File: src/rtl/truth_table_sweeper_if.sv
// Purpose: command/status bundle between a truth-table sweeper and its harness.
// Latency: none, wires only.
// Backpressure: none; start/abort are single-cycle requests, status is level/pulse.
//
// Signals:
//   start, abort      harness -> sweeper requests
//   dut_out           gate-under-test output, combinational from drive
//   drive             sweeper -> gate input code
//   busy, done        sweep status (done is a one-cycle pulse)
//   table_out, pass,  observed truth table and comparison results
//   mismatch
interface truth_table_sweeper_if #(
   parameter int N_IN = 3
);
   logic                 start;
   logic                 abort;
   logic                 dut_out;
   logic [N_IN-1:0]      drive;
   logic                 busy;
   logic                 done;
   logic [2**N_IN-1:0]   table_out;
   logic                 pass;
   logic [2**N_IN-1:0]   mismatch;

   // harness side: issues requests, models the gate, observes results
   modport master (
      output start, abort, dut_out,
      input  drive, busy, done, table_out, pass, mismatch
   );

   // sweeper side
   modport slave (
      input  start, abort, dut_out,
      output drive, busy, done, table_out, pass, mismatch
   );
endinterface

File: src/rtl/truth_table_sweeper.sv
// Purpose: sweeps every input code of an N_IN-input gate, records its truth table, compares to EXPECTED.
// Latency: done pulses 2**N_IN*(SETTLE_CYCLES+1)+1 clocks after the cycle start is accepted.
// Backpressure: none; start is ignored unless IDLE, abort (DRIVE/SAMPLE only) wins over start.
//
// Ports:
//   clk, rst_n   clock (rising edge) and asynchronous active-low reset
//   bus          truth_table_sweeper_if slave: start/abort/dut_out in,
//                drive/busy/done/table_out/pass/mismatch out (all registered)
module truth_table_sweeper #(
   parameter int                   N_IN          = 3,
   parameter int                   SETTLE_CYCLES = 4,
   parameter logic [2**N_IN-1:0]   EXPECTED      = 8'h5B
) (
   input  logic                    clk,
   input  logic                    rst_n,
   truth_table_sweeper_if.slave    bus
);

   localparam int W = 2**N_IN;

   if (SETTLE_CYCLES < 1 || SETTLE_CYCLES > 255) begin : g_bad_settle
      $error("truth_table_sweeper: SETTLE_CYCLES must be in 1..255");
   end

   typedef enum logic [1:0] {
      IDLE   = 2'd0,
      DRIVE  = 2'd1,
      SAMPLE = 2'd2,
      DONE   = 2'd3
   } state_t;

   state_t            state_q;
   logic [N_IN:0]     idx_q;       // one spare bit so the last code never wraps
   logic [7:0]        settle_q;
   logic [N_IN-1:0]   drive_q;
   logic              busy_q;
   logic              done_q;
   logic              pass_q;
   logic [W-1:0]      table_q;
   logic [W-1:0]      mismatch_q;
   logic [W-1:0]      table_d;
   logic              last_idx;

   assign last_idx = (idx_q == (N_IN+1)'(W-1));

   // Table including the bit being sampled this cycle, so the verdict can be
   // registered on the same edge that enters DONE.
   always_comb begin
      table_d = table_q;
      table_d[idx_q[N_IN-1:0]] = bus.dut_out;
   end

   always_ff @(posedge clk or negedge rst_n) begin
      if (!rst_n) begin
         state_q    <= IDLE;
         idx_q      <= '0;
         settle_q   <= '0;
         drive_q    <= '0;
         busy_q     <= 1'b0;
         done_q     <= 1'b0;
         pass_q     <= 1'b0;
         table_q    <= '0;
         mismatch_q <= '0;
      end else begin
         done_q <= 1'b0;
         case (state_q)
            IDLE: begin
               if (bus.start && !bus.abort) begin
                  state_q    <= DRIVE;
                  idx_q      <= '0;
                  drive_q    <= '0;
                  settle_q   <= 8'd1;
                  busy_q     <= 1'b1;
                  table_q    <= '0;
                  pass_q     <= 1'b0;
                  mismatch_q <= '0;
               end
            end
            DRIVE: begin
               if (bus.abort) begin
                  state_q  <= IDLE;
                  idx_q    <= '0;
                  settle_q <= '0;
                  drive_q  <= '0;
                  busy_q   <= 1'b0;
                  pass_q   <= 1'b0;
               end else if (settle_q == 8'(SETTLE_CYCLES)) begin
                  state_q <= SAMPLE;
               end else begin
                  settle_q <= settle_q + 8'd1;
               end
            end
            SAMPLE: begin
               // The sample of the current code is kept even when aborting,
               // so an aborted table holds every code reached so far.
               table_q  <= table_d;
               settle_q <= '0;
               if (bus.abort) begin
                  state_q <= IDLE;
                  idx_q   <= '0;
                  drive_q <= '0;
                  busy_q  <= 1'b0;
                  pass_q  <= 1'b0;
               end else if (last_idx) begin
                  state_q    <= DONE;
                  busy_q     <= 1'b0;
                  done_q     <= 1'b1;
                  pass_q     <= (table_d == EXPECTED);
                  mismatch_q <= table_d ^ EXPECTED;
               end else begin
                  state_q  <= DRIVE;
                  idx_q    <= idx_q + (N_IN+1)'(1);
                  drive_q  <= idx_q[N_IN-1:0] + N_IN'(1);
                  settle_q <= 8'd1;
               end
            end
            DONE: begin
               state_q <= IDLE;
            end
            default: begin
               state_q <= IDLE;
            end
         endcase
      end
   end

   assign bus.drive     = drive_q;
   assign bus.busy      = busy_q;
   assign bus.done      = done_q;
   assign bus.table_out = table_q;
   assign bus.pass      = pass_q;
   assign bus.mismatch  = mismatch_q;

endmodule

File: src/flat_wrapper.sv
// flat-port wrapper written by rule: the top's interface ports become plain ports
module truth_table_sweeper_flat 
#(
   parameter int                   N_IN          = 3,
   parameter int                   SETTLE_CYCLES = 4,
   parameter logic [2**N_IN-1:0]   EXPECTED      = 8'h5B
)
  (clk, rst_n, bus_start, bus_abort, bus_dut_out, bus_drive, bus_busy, bus_done, bus_table_out, bus_pass, bus_mismatch);
  truth_table_sweeper_if #(.N_IN(N_IN)) bus_i ();
  input  logic clk;
  input  logic rst_n;
  input wire logic [$bits(bus_i.start)-1:0] bus_start;
  input wire logic [$bits(bus_i.abort)-1:0] bus_abort;
  input wire logic [$bits(bus_i.dut_out)-1:0] bus_dut_out;
  output wire logic [$bits(bus_i.drive)-1:0] bus_drive;
  output wire logic [$bits(bus_i.busy)-1:0] bus_busy;
  output wire logic [$bits(bus_i.done)-1:0] bus_done;
  output wire logic [$bits(bus_i.table_out)-1:0] bus_table_out;
  output wire logic [$bits(bus_i.pass)-1:0] bus_pass;
  output wire logic [$bits(bus_i.mismatch)-1:0] bus_mismatch;
  assign bus_i.start = bus_start;
  assign bus_i.abort = bus_abort;
  assign bus_i.dut_out = bus_dut_out;
  assign bus_drive = bus_i.drive;
  assign bus_busy = bus_i.busy;
  assign bus_done = bus_i.done;
  assign bus_table_out = bus_i.table_out;
  assign bus_pass = bus_i.pass;
  assign bus_mismatch = bus_i.mismatch;
  truth_table_sweeper #(.N_IN(N_IN), .SETTLE_CYCLES(SETTLE_CYCLES), .EXPECTED(EXPECTED)) u_core (.clk(clk), .rst_n(rst_n), .bus(bus_i));
endmodule
File: config.mk
export PLATFORM = sky130hd
export DESIGN_NAME = truth_table_sweeper_flat
export DESIGN_NICKNAME = d
export VERILOG_FILES = /design/src/rtl/truth_table_sweeper_if.sv /design/src/rtl/truth_table_sweeper.sv /design/src/flat_wrapper.sv
export SDC_FILE = /design/constraint.sdc
export NUM_CORES = 1
export LEC_CHECK = 0
export ABC_CLOCK_PERIOD_IN_PS = 4600
export CAP_MARGIN = 20
export CORE_AREA = 4 4 75 77
export CTS_BUF_LIST = sky130_fd_sc_hd__clkbuf_16
export DETAILED_ROUTE_END_ITERATION = 6
export DIE_AREA = 0 0 79 81
export GPL_ROUTABILITY_DRIVEN = 0
export SETUP_SLACK_MARGIN = 0.05
export SYNTH_ARGS = -nofsm -noshare
export SYNTH_HDL_FRONTEND = slang
export SYNTH_SLANG_ARGS = --single-unit
File: constraint.sdc
create_clock -name clk -period 4.6 [get_ports clk]
set_input_delay 1.38 -clock clk [delete_from_list [all_inputs] [get_ports clk]]
set_output_delay 1.38 -clock clk [all_outputs]
set_load 0.05 [all_outputs]
### Yosys cells after proc, flatten, opt, wreduce, memory -nomap -nowiden

Index checks and enable logic that the tools add are counted.

* flip-flop bits (word level): 36
* bits of input ports: 5
* output and inout port bits: 22
* logic and storage cells: 83

* add/sub/neg operators: 3
* order comparisons: 2
* equal/unequal tests: 14
* mux-type cells: 42
* bitwise logic cells: 1
* reduce and logical (&&, ||, !) cells: 12

Operator list (number)
* two-way mux 8 bit: 7
* one-hot mux 8 bit (2 select lines): 2
* one-hot mux 8 bit (3 select lines): 1
* two-way mux 4 bit: 4
* two-way mux 1 bit: 12
* two-way mux 3 bit: 4
* one-hot mux 4 bit (3 select lines): 1
* AND reduction 4 bit: 3
* two-way mux 2 bit: 5
* one-hot mux 3 bit (3 select lines): 1
* adder 8 x 1 -> 8 bit, second input constant: 1
* bitwise mux 8 bit: 1
* equality test 8 x 3 -> 1 bit, second input constant: 1
* equality test 8 x 7 -> 1 bit, second input constant: 1
* one-hot mux 2 bit (4 select lines): 1
* inequality test 3 x 2 -> 1 bit, second input constant: 2
* inequality test 3 bit, second input constant: 2
* one-hot mux 1 bit (3 select lines): 2
* inverter 5 bit: 1
* adder 4 x 1 -> 4 bit, second input constant: 1
* equality test 2 bit, second input constant: 2
* equality test 4 x 3 -> 1 bit, second input constant: 1
* < comparator 3 x 4 -> 1 bit, second input constant: 1
* inequality test 2 x 1 -> 1 bit, second input constant: 2
* 12 further kinds: 15

### Longest topological paths before layout

Gate-level depths: netlist of the first run.

* depth in word-level cells: 9
* gate-level depth with buffers: 7
* gate-level depth less buffers: 6

### Worst setup path before layout of the first run

No wires, ideal clock.

* path type: in2reg
* start: input port bus_abort
* end: register u_core.pass_q (netlist: u_core.bus.pass)
* setup time: 0.095 ns
* arrival time: 2.537 ns
* data required time: 4.505 ns
* setup slack: 1.968 ns
* cell stages on the path: 5
* path buffers: 1
* cells stage by stage: nand2b_4 -> a21o_1 -> buf_6 -> or4_1 -> o31ai_1

* longest elaborated chain between the ends: 4
* elaborated cells on any way between the ends: 8
* classes of those cells: 3 x eq/ne; 2 x mux; 3 x reduce/logical

RTL lines
* start, declared: line flat_wrapper.sv:13 `input wire logic [$bits(bus_i.abort)-1:0] bus_abort;`
* logical NOT 1 bit: line truth_table_sweeper.sv:68 `if (bus.start && !bus.abort) begin`
* logical AND 1 bit: line truth_table_sweeper.sv:68
* inequality test 2 x 1 -> 1 bit (no line)
* AND reduction 4 bit (no line)
* end signal, assigned: line truth_table_sweeper.sv:108 `pass_q <= (table_d == EXPECTED);`
* end, declared: line truth_table_sweeper.sv:38 `logic pass_q;`

Several ways; a longest one is shown, not always the timed one.
A chain may end at the register's enable or synchronous reset.

### Worst setup path in the final report of the first run

* start: input port bus_abort
* end: register u_core.settle_q[0]

* longest elaborated chain between the ends: 4
* elaborated cells on any way between the ends: 8
* classes of those cells: 2 x eq/ne; 3 x mux; 3 x reduce/logical

RTL lines
* logical NOT 1 bit: line truth_table_sweeper.sv:68
* logical AND 1 bit: line truth_table_sweeper.sv:68
* inequality test 2 x 1 -> 1 bit (no line)
* AND reduction 3 bit (no line)
* end signal, assigned: line truth_table_sweeper.sv:90 `settle_q <= settle_q + 8'd1;`
* end, declared: line truth_table_sweeper.sv:34 `logic [7:0] settle_q;`

Several ways; a longest one is shown, not always the timed one.

==> results.sh, run 1 <==
export IMPL_status="completed"
export IMPL_place_hpwl_um=3116
export IMPL_max_stage_delay_ns=0.57
export IMPL_nFillCells=511
export IMPL_path_clk_slew_ns=0.05
export IMPL_hold_class="reg2reg"
export IMPL_die_area_um2=6399
export IMPL_via_per_inst=5.330
export IMPL_grt_pass1_wl_um=7886
export IMPL_htree_num_levels=2
export IMPL_worstSetupPathDepth=5
export IMPL_yosysMostFrequentCell="dfrtp_1"
export IMPL_final_layout_size_suffix_gt1_share_pct=7.240
export IMPL_synth_cell_types=39
export IMPL_regToRegEndpoint="u_core.settle_q[0]$_DFFE_PN0P_"
export IMPL_ctsResizeCount=0
export IMPL_grt_total_usage_pct=15.63
export IMPL_p_per_area_nw_per_um2=421.5
export IMPL_finClkSkew_ns=0.003857
export IMPL_grt_max_degree=34
export IMPL_ys_seq_area_share_pct=43.42
export IMPL_clk_path_buf_depth=2
export IMPL_synth_ff_type="dfrtp_1"
export IMPL_cap_violations=0
export IMPL_avgSynthCellArea_um2=9.703
export IMPL_antenna_found_initial=0
export IMPL_grt_ovfl_total=0
export IMPL_arrival_ns=3.48
export IMPL_postRouteWirelength_um=4500
export IMPL_fmax_ghz=0.3010
export IMPL_area_delta_synth_final_pct=23.09
export IMPL_port_buffers=26
export IMPL_cp_num_buf_inv=1
export IMPL_crit_type="in2reg"
export IMPL_end_kind="flop"
export IMPL_r2r_start="u_core.state_q[1]$_DFFE_PN0P_"
export IMPL_worst_pin_slew_ns=0.7054
export IMPL_cts_setup_buffers=0
export IMPL_synth_area_leaders="dfrtp_1, mux2i_1, ha_1, nand2_1, o21ai_0"
export IMPL_whs_ns=0.5044
export IMPL_worstSetupStartpointType="primary input"
export IMPL_rsz0062_at_grt="false"
export IMPL_cp_required_ns=4.76
export IMPL_drtIter0Drc=101
export IMPL_critPathMaxFanout=11
export IMPL_clock_sinks=33
export IMPL_grt_pass1_vias=1615
export IMPL_chipHeight_um=81
export IMPL_fin_nets=234
export IMPL_ys_warnings_count=0
export IMPL_ys_seq_elements=33
export IMPL_period_needed_ns=3.322
export IMPL_slew_viol_final=0
export IMPL_core_area_um2=5010
export IMPL_hold_viol=0
export IMPL_synthesis_area_um2=1902
export IMPL_vdd_drop_max_mv=0.1757
export IMPL_finalSetupViolCount=0
export IMPL_row_count=26
export IMPL_holdBufCountCts=0
export IMPL_synth_net_count=209
export IMPL_synthCells=196
export IMPL_clockRootBuffer="clkbuf_16"
export IMPL_synth_top_area_share_pct=43.42
export IMPL_cts_buffers_inserted=5
export IMPL_leakage_nw=1.030
export IMPL_vias=1551
export IMPL_crit_start="bus_abort"
export IMPL_relSlewSlack_pct=52.61
export IMPL_async_flop_share_pct=100.0
export IMPL_ff2ff_path_depth=6
export IMPL_start_util_pct=37.96
export IMPL_drc=0
export IMPL_clock_latency_ns=0.27
export IMPL_critPathTopFamily="simple AND/OR/NAND/NOR gates"
export IMPL_die_width_um=79
export IMPL_io_pins=27
export IMPL_synth_area_leader_cell="dfrtp_1"
export IMPL_tns_ns=0
export IMPL_synth_edff_count=0
export IMPL_n_antenna_cell=0
export IMPL_critPathSlowestCell="nor2b_1"
export IMPL_r2r_setup_slack_ns=2.16
export IMPL_drtAntennaViolNets=0
export IMPL_worstSetupEndpoint="u_core.settle_q[0]$_DFFE_PN0P_"
export IMPL_synth_commonest_cells="dfrtp_1, nand2_1, o21ai_0"
export IMPL_cts_tree="yes"
export IMPL_post_route_period_util_pct=72.22
export IMPL_crit_chain="clkdlybuf4s50_1 > nor2b_1 > nand3_1 > nand2_1 > mux2_2"
export IMPL_drt_pass1_iterations=4
export IMPL_wl_per_cell_um=15.46
==> worst min path at each step <==
| stage | start | endpoint | cells past startpoint |
|---|---|---|---|
| 2_1_floorplan | u_core.settle_q[7]$_DFFE_PN0P_ | u_core.settle_q[7]$_DFFE_PN0P_ | 2 |
| 3_3_place_gp | u_core.bus.mismatch[7]$_DFFE_PN0P_ | u_core.bus.mismatch[7]$_DFFE_PN0P_ | 1 |
| 3_5_place_dp | u_core.bus.mismatch[1]$_DFFE_PN0P_ | u_core.bus.mismatch[1]$_DFFE_PN0P_ | 1 |
| 4_1_cts | u_core.bus.mismatch[4]$_DFFE_PN0P_ | u_core.bus.mismatch[4]$_DFFE_PN0P_ | 1 |
| 5_1_grt | u_core.bus.mismatch[0]$_DFFE_PN0P_ | u_core.bus.mismatch[0]$_DFFE_PN0P_ | 1 |
| 6_report | u_core.bus.mismatch[4]$_DFFE_PN0P_ | u_core.bus.mismatch[4]$_DFFE_PN0P_ | 1 |
==> final cells by class <==
cell class / instances / area (um2) / share of cell area (%)
clock inverters: 2 / 11.26 / 0.4810
multi-input cells: 147 / 993.5 / 42.44
inverters: 6 / 22.52 / 0.9621
flip-flops and latches: 33 / 825.8 / 35.28
well taps: 70 / 87.58 / 3.741
repair buffers: 28 / 275.3 / 11.76
clock buffers: 5 / 125.1 / 5.345
==> flip-flops by register name, summed over array words and instances (netlist names) <==
register              count
u_core.bus.done           1
u_core.idx_q              2
u_core.bus.busy           1
u_core.state_q            2
u_core.bus.drive          2
u_core.bus.pass           1
u_core.bus.mismatch       8
u_core.settle_q           8
u_core.bus.table_out      8
==> placed cells by master (no fill, tap or decap), types with 5 or more instances in the layout <==
| cell type | count |
|---|---|
| nand2_1 | 24 |
| clkdlybuf4s50_1 | 26 |
| dfrtp_1 | 33 |
| nor2_1 | 11 |
| mux2i_1 | 11 |
| a21oi_1 | 7 |
| clkbuf_16 | 5 |
| a22o_1 | 7 |
| mux2_2 | 6 |
| nand3_1 | 8 |
| ha_1 | 8 |
| o21ai_0 | 14 |
| inv_1 | 6 |
==> power breakdown <==
part	internal, mW	switching [mW]
sequential	0.316	0.0284
combinational	0.120	0.209
clock	0.195	0.119
total	0.631	0.356
==> metal layers <==
metal  share of wire [%]  vias to the layer above  global-route usage, %
li1                    -                      758                      -
met1                  49                      759                  21.05
met2                  48                       30                  25.59
met3                 2.8                        4                  2.661
met4                0.76                        0                  5.155
met5                   0                        -                      0
==> metrics by stage <==
| stage | worst slack [ns] | total power [mW] | cell area, um2 | util (%) | cells |
|---|---|---|---|---|---|
| 4_1_cts | 1.267 | 0.9972 | 2341 | 46.73 | 291 |
| 6_report | 1.278 | 0.9868 | 2341 | 46.73 | 291 |
| 3_3_place_gp | 1.077 | 0.6747 | 2205 | 44.01 | 284 |
| 3_5_place_dp | 0.9820 | 0.6777 | 2205 | 44.01 | 284 |
| 2_1_floorplan | 1.968 | 0.5957 | 1902 | - | 196 |
| 5_1_grt | 1.119 | 1.054 | 2341 | 46.73 | 291 |
==> logic make-up after synthesis <==
| group | share of synthesized area [%] |
|---|---|
| flip-flops | 43.42 |
| buffers and inverters | 4.342 |
| adder cells (fa/ha/maj) | 5.263 |
| AND/OR/NAND/NOR | 20.59 |
| AO/OA/AOI/OAI | 17.04 |
| multiplexers | 9.342 |
(Power assumes the default switching activity.)
==> inputs of run 2 (changes only) <==
--- a/config.mk
+++ b/config.mk
@@ -5,7 +5,7 @@
 export SDC_FILE = /design/constraint.sdc
 export NUM_CORES = 1
 export LEC_CHECK = 0
-export ABC_CLOCK_PERIOD_IN_PS = 4600
+export ABC_CLOCK_PERIOD_IN_PS = 2950
 export CAP_MARGIN = 20
 export CORE_AREA = 4 4 75 77
 export CTS_BUF_LIST = sky130_fd_sc_hd__clkbuf_16
==> constraint.sdc (replaced) <==
create_clock -name clk -period 2.95 [get_ports clk]
set_input_delay 0.885 -clock clk [delete_from_list [all_inputs] [get_ports clk]]
set_output_delay 0.885 -clock clk [all_outputs]
set_load 0.05 [all_outputs]
==> run 2 against run 1 <==
Wire length up 2.3%; global-route usage up 0.32 points; hold slack better by 0.0039 ns; register-to-register slack worse by 1.2 ns; die area unchanged; clock-buffer cell count unchanged; core utilization up 1.7 points; clock skew up 0.0035 ns; sequential power up 53%; combinational power up 73%.
==> results.sh, run 2 (synthesis results as in run 1) <==
export IMPL_status="completed"
export IMPL_cts_setup_buffers=0
export IMPL_wl_per_cell_um=15.34
export IMPL_via_per_inst=5.230
export IMPL_use_met1_pct=20.49
export IMPL_fmax_ghz=0.3848
export IMPL_grt_total_usage_pct=15.95
export IMPL_whs_path_depth=1
export IMPL_clockRootBuffer="clkbuf_16"
export IMPL_p_per_area_nw_per_um2=689.0
export IMPL_vdd_drop_max_mv=0.2877
export IMPL_core_area_um2=5010
export IMPL_finClkSkew_ns=0.007346
export IMPL_critPathSlowestCell="clkdlybuf4s50_1"
export IMPL_final_cells=300
export IMPL_cts_buffers_inserted=5
export IMPL_finalSetupViolCount=0
export IMPL_port_buffers=26
export IMPL_area_delta_synth_final_pct=27.63
export IMPL_worstSetupStartpointType="flop"
export IMPL_fin_nets=242
export IMPL_ctsResizeCount=0
export IMPL_path_clk_slew_ns=0.05
export IMPL_cp_required_ns=2.07
export IMPL_setup_slack_ns=0.3513
export IMPL_io_pins=27
export IMPL_die_width_um=79
export IMPL_fin_util_pct=48.45
export IMPL_chipHeight_um=81
export IMPL_crit_type="reg2out"
export IMPL_dp_cells=292
export IMPL_drt_pass1_iterations=4
export IMPL_post_place_ws_ns=0.2188
export IMPL_worstSetupPathDepth=1
export IMPL_cts_tree="yes"
export IMPL_holdBufCountCts=0
export IMPL_final_layout_size_suffix_gt1_share_pct=10.43
export IMPL_hold_class="reg2reg"
export IMPL_row_count=26
export IMPL_placed_cell_area_um2=2265
export IMPL_cp_num_buf_inv=1
export IMPL_leakage_nw=1.090
export IMPL_antenna_found_initial=0
export IMPL_layout_commonest_cell="dfrtp_1"
export IMPL_start_util_pct=37.96
export IMPL_grt_max_degree=34
export IMPL_n_antenna_cell=0
export IMPL_htree_num_levels=2
export IMPL_crit_chain="clkdlybuf4s50_1"
export IMPL_slew_viol_final=0
export IMPL_grt_ovfl_total=0
export IMPL_critPathTopFamily="buffers and inverters"
export IMPL_arrival_ns=1.71
export IMPL_post_route_period_util_pct=88.09
export IMPL_mostFrequentLayoutCells="dfrtp_1, clkdlybuf4s50_1, nand2_1, o21ai_0"
export IMPL_total_power_mw=1.672
export IMPL_worst_pin_slew_ns=0.5038
export IMPL_clock_latency_ns=0.28
export IMPL_drtIter0Drc=107
export IMPL_cap_violations=0
export IMPL_top_usage_layer="met2"
export IMPL_grt_pass1_vias=1560
export IMPL_clk_path_buf_depth=2
export IMPL_rsz0062_at_grt="false"
export IMPL_die_area_um2=6399
export IMPL_vias=1569
export IMPL_postRouteWirelength_um=4602
export IMPL_drc=0
export IMPL_met3_usage_pct=4.213
export IMPL_fin_area_um2=2427
export IMPL_whs_ns=0.5082
export IMPL_max_stage_delay_ns=0.88
export IMPL_relSlewSlack_pct=66.31
export IMPL_period_needed_ns=2.599
export IMPL_ff2ff_path_depth=6
export IMPL_clock_sinks=33
export IMPL_tns_ns=0
export IMPL_critPathMaxFanout=12
export IMPL_hold_viol=0
export IMPL_drtAntennaViolNets=0
export IMPL_place_hpwl_um=3213
export IMPL_end_kind="output pin"
export IMPL_met2_usage_pct=25.59
export IMPL_grt_pass1_wl_um=7797
[run 2: worst reg2reg max path: cells and delay by family (launching register included)]
family | cells | cell delay (ns)
muxes | 2 | 0.65
DFF | 1 | 0.40
and+or+nand+nor | 1 | 0.33
adders and majority gates | 1 | 0.27
buffers and inverters | 2 | 0.26
[run 2: metal layers]
layer	part of all wire (%)	wire [um]	vias to the layer above
li1	-	-	777
met1	48	2202	755
met2	47	2169	30
met3	3.5	161	7
met4	1.5	68	0
met5	0	0	-
[run 2: final timing paths]
| kind | startpoint | to | slack [ns] |
|---|---|---|---|
| max | u_core.bus.drive[1]$_DFFE_PN0P_ | bus_drive[1] | 0.35 |
| min in group asynchronous | rst_n | u_core.bus.mismatch[0]$_DFFE_PN0P_ | 1.02 |
| max in group asynchronous | rst_n | u_core.bus.done$_DFF_PN0_ | 1.63 |
| min reg2reg | u_core.bus.mismatch[5]$_DFFE_PN0P_ | u_core.bus.mismatch[5]$_DFFE_PN0P_ | 0.51 |
| min | u_core.bus.mismatch[5]$_DFFE_PN0P_ | u_core.bus.mismatch[5]$_DFFE_PN0P_ | 0.51 |
| max reg2reg | u_core.state_q[0]$_DFFE_PN0P_ | u_core.bus.mismatch[2]$_DFFE_PN0P_ | 0.93 |
[run 2: report_power, final]
part / leakage (nW) / internal (mW) / switching (mW)
clock network: 0.0826 / 0.392 / 0.183
registers: 0.453 / 0.493 / 0.0357
logic: 0.554 / 0.219 / 0.350
total: 1.09 / 1.10 / 0.569
[run 2: area by class of cell]
type	count	area, um2
clock buffers	5	125.1
clock inverters	3	37.54
fillers	500	2582
inverters	6	22.52
multi-input cells	147	993.5
flip-flops and latches	33	825.8
well taps	70	87.58
repair buffers	36	335.3
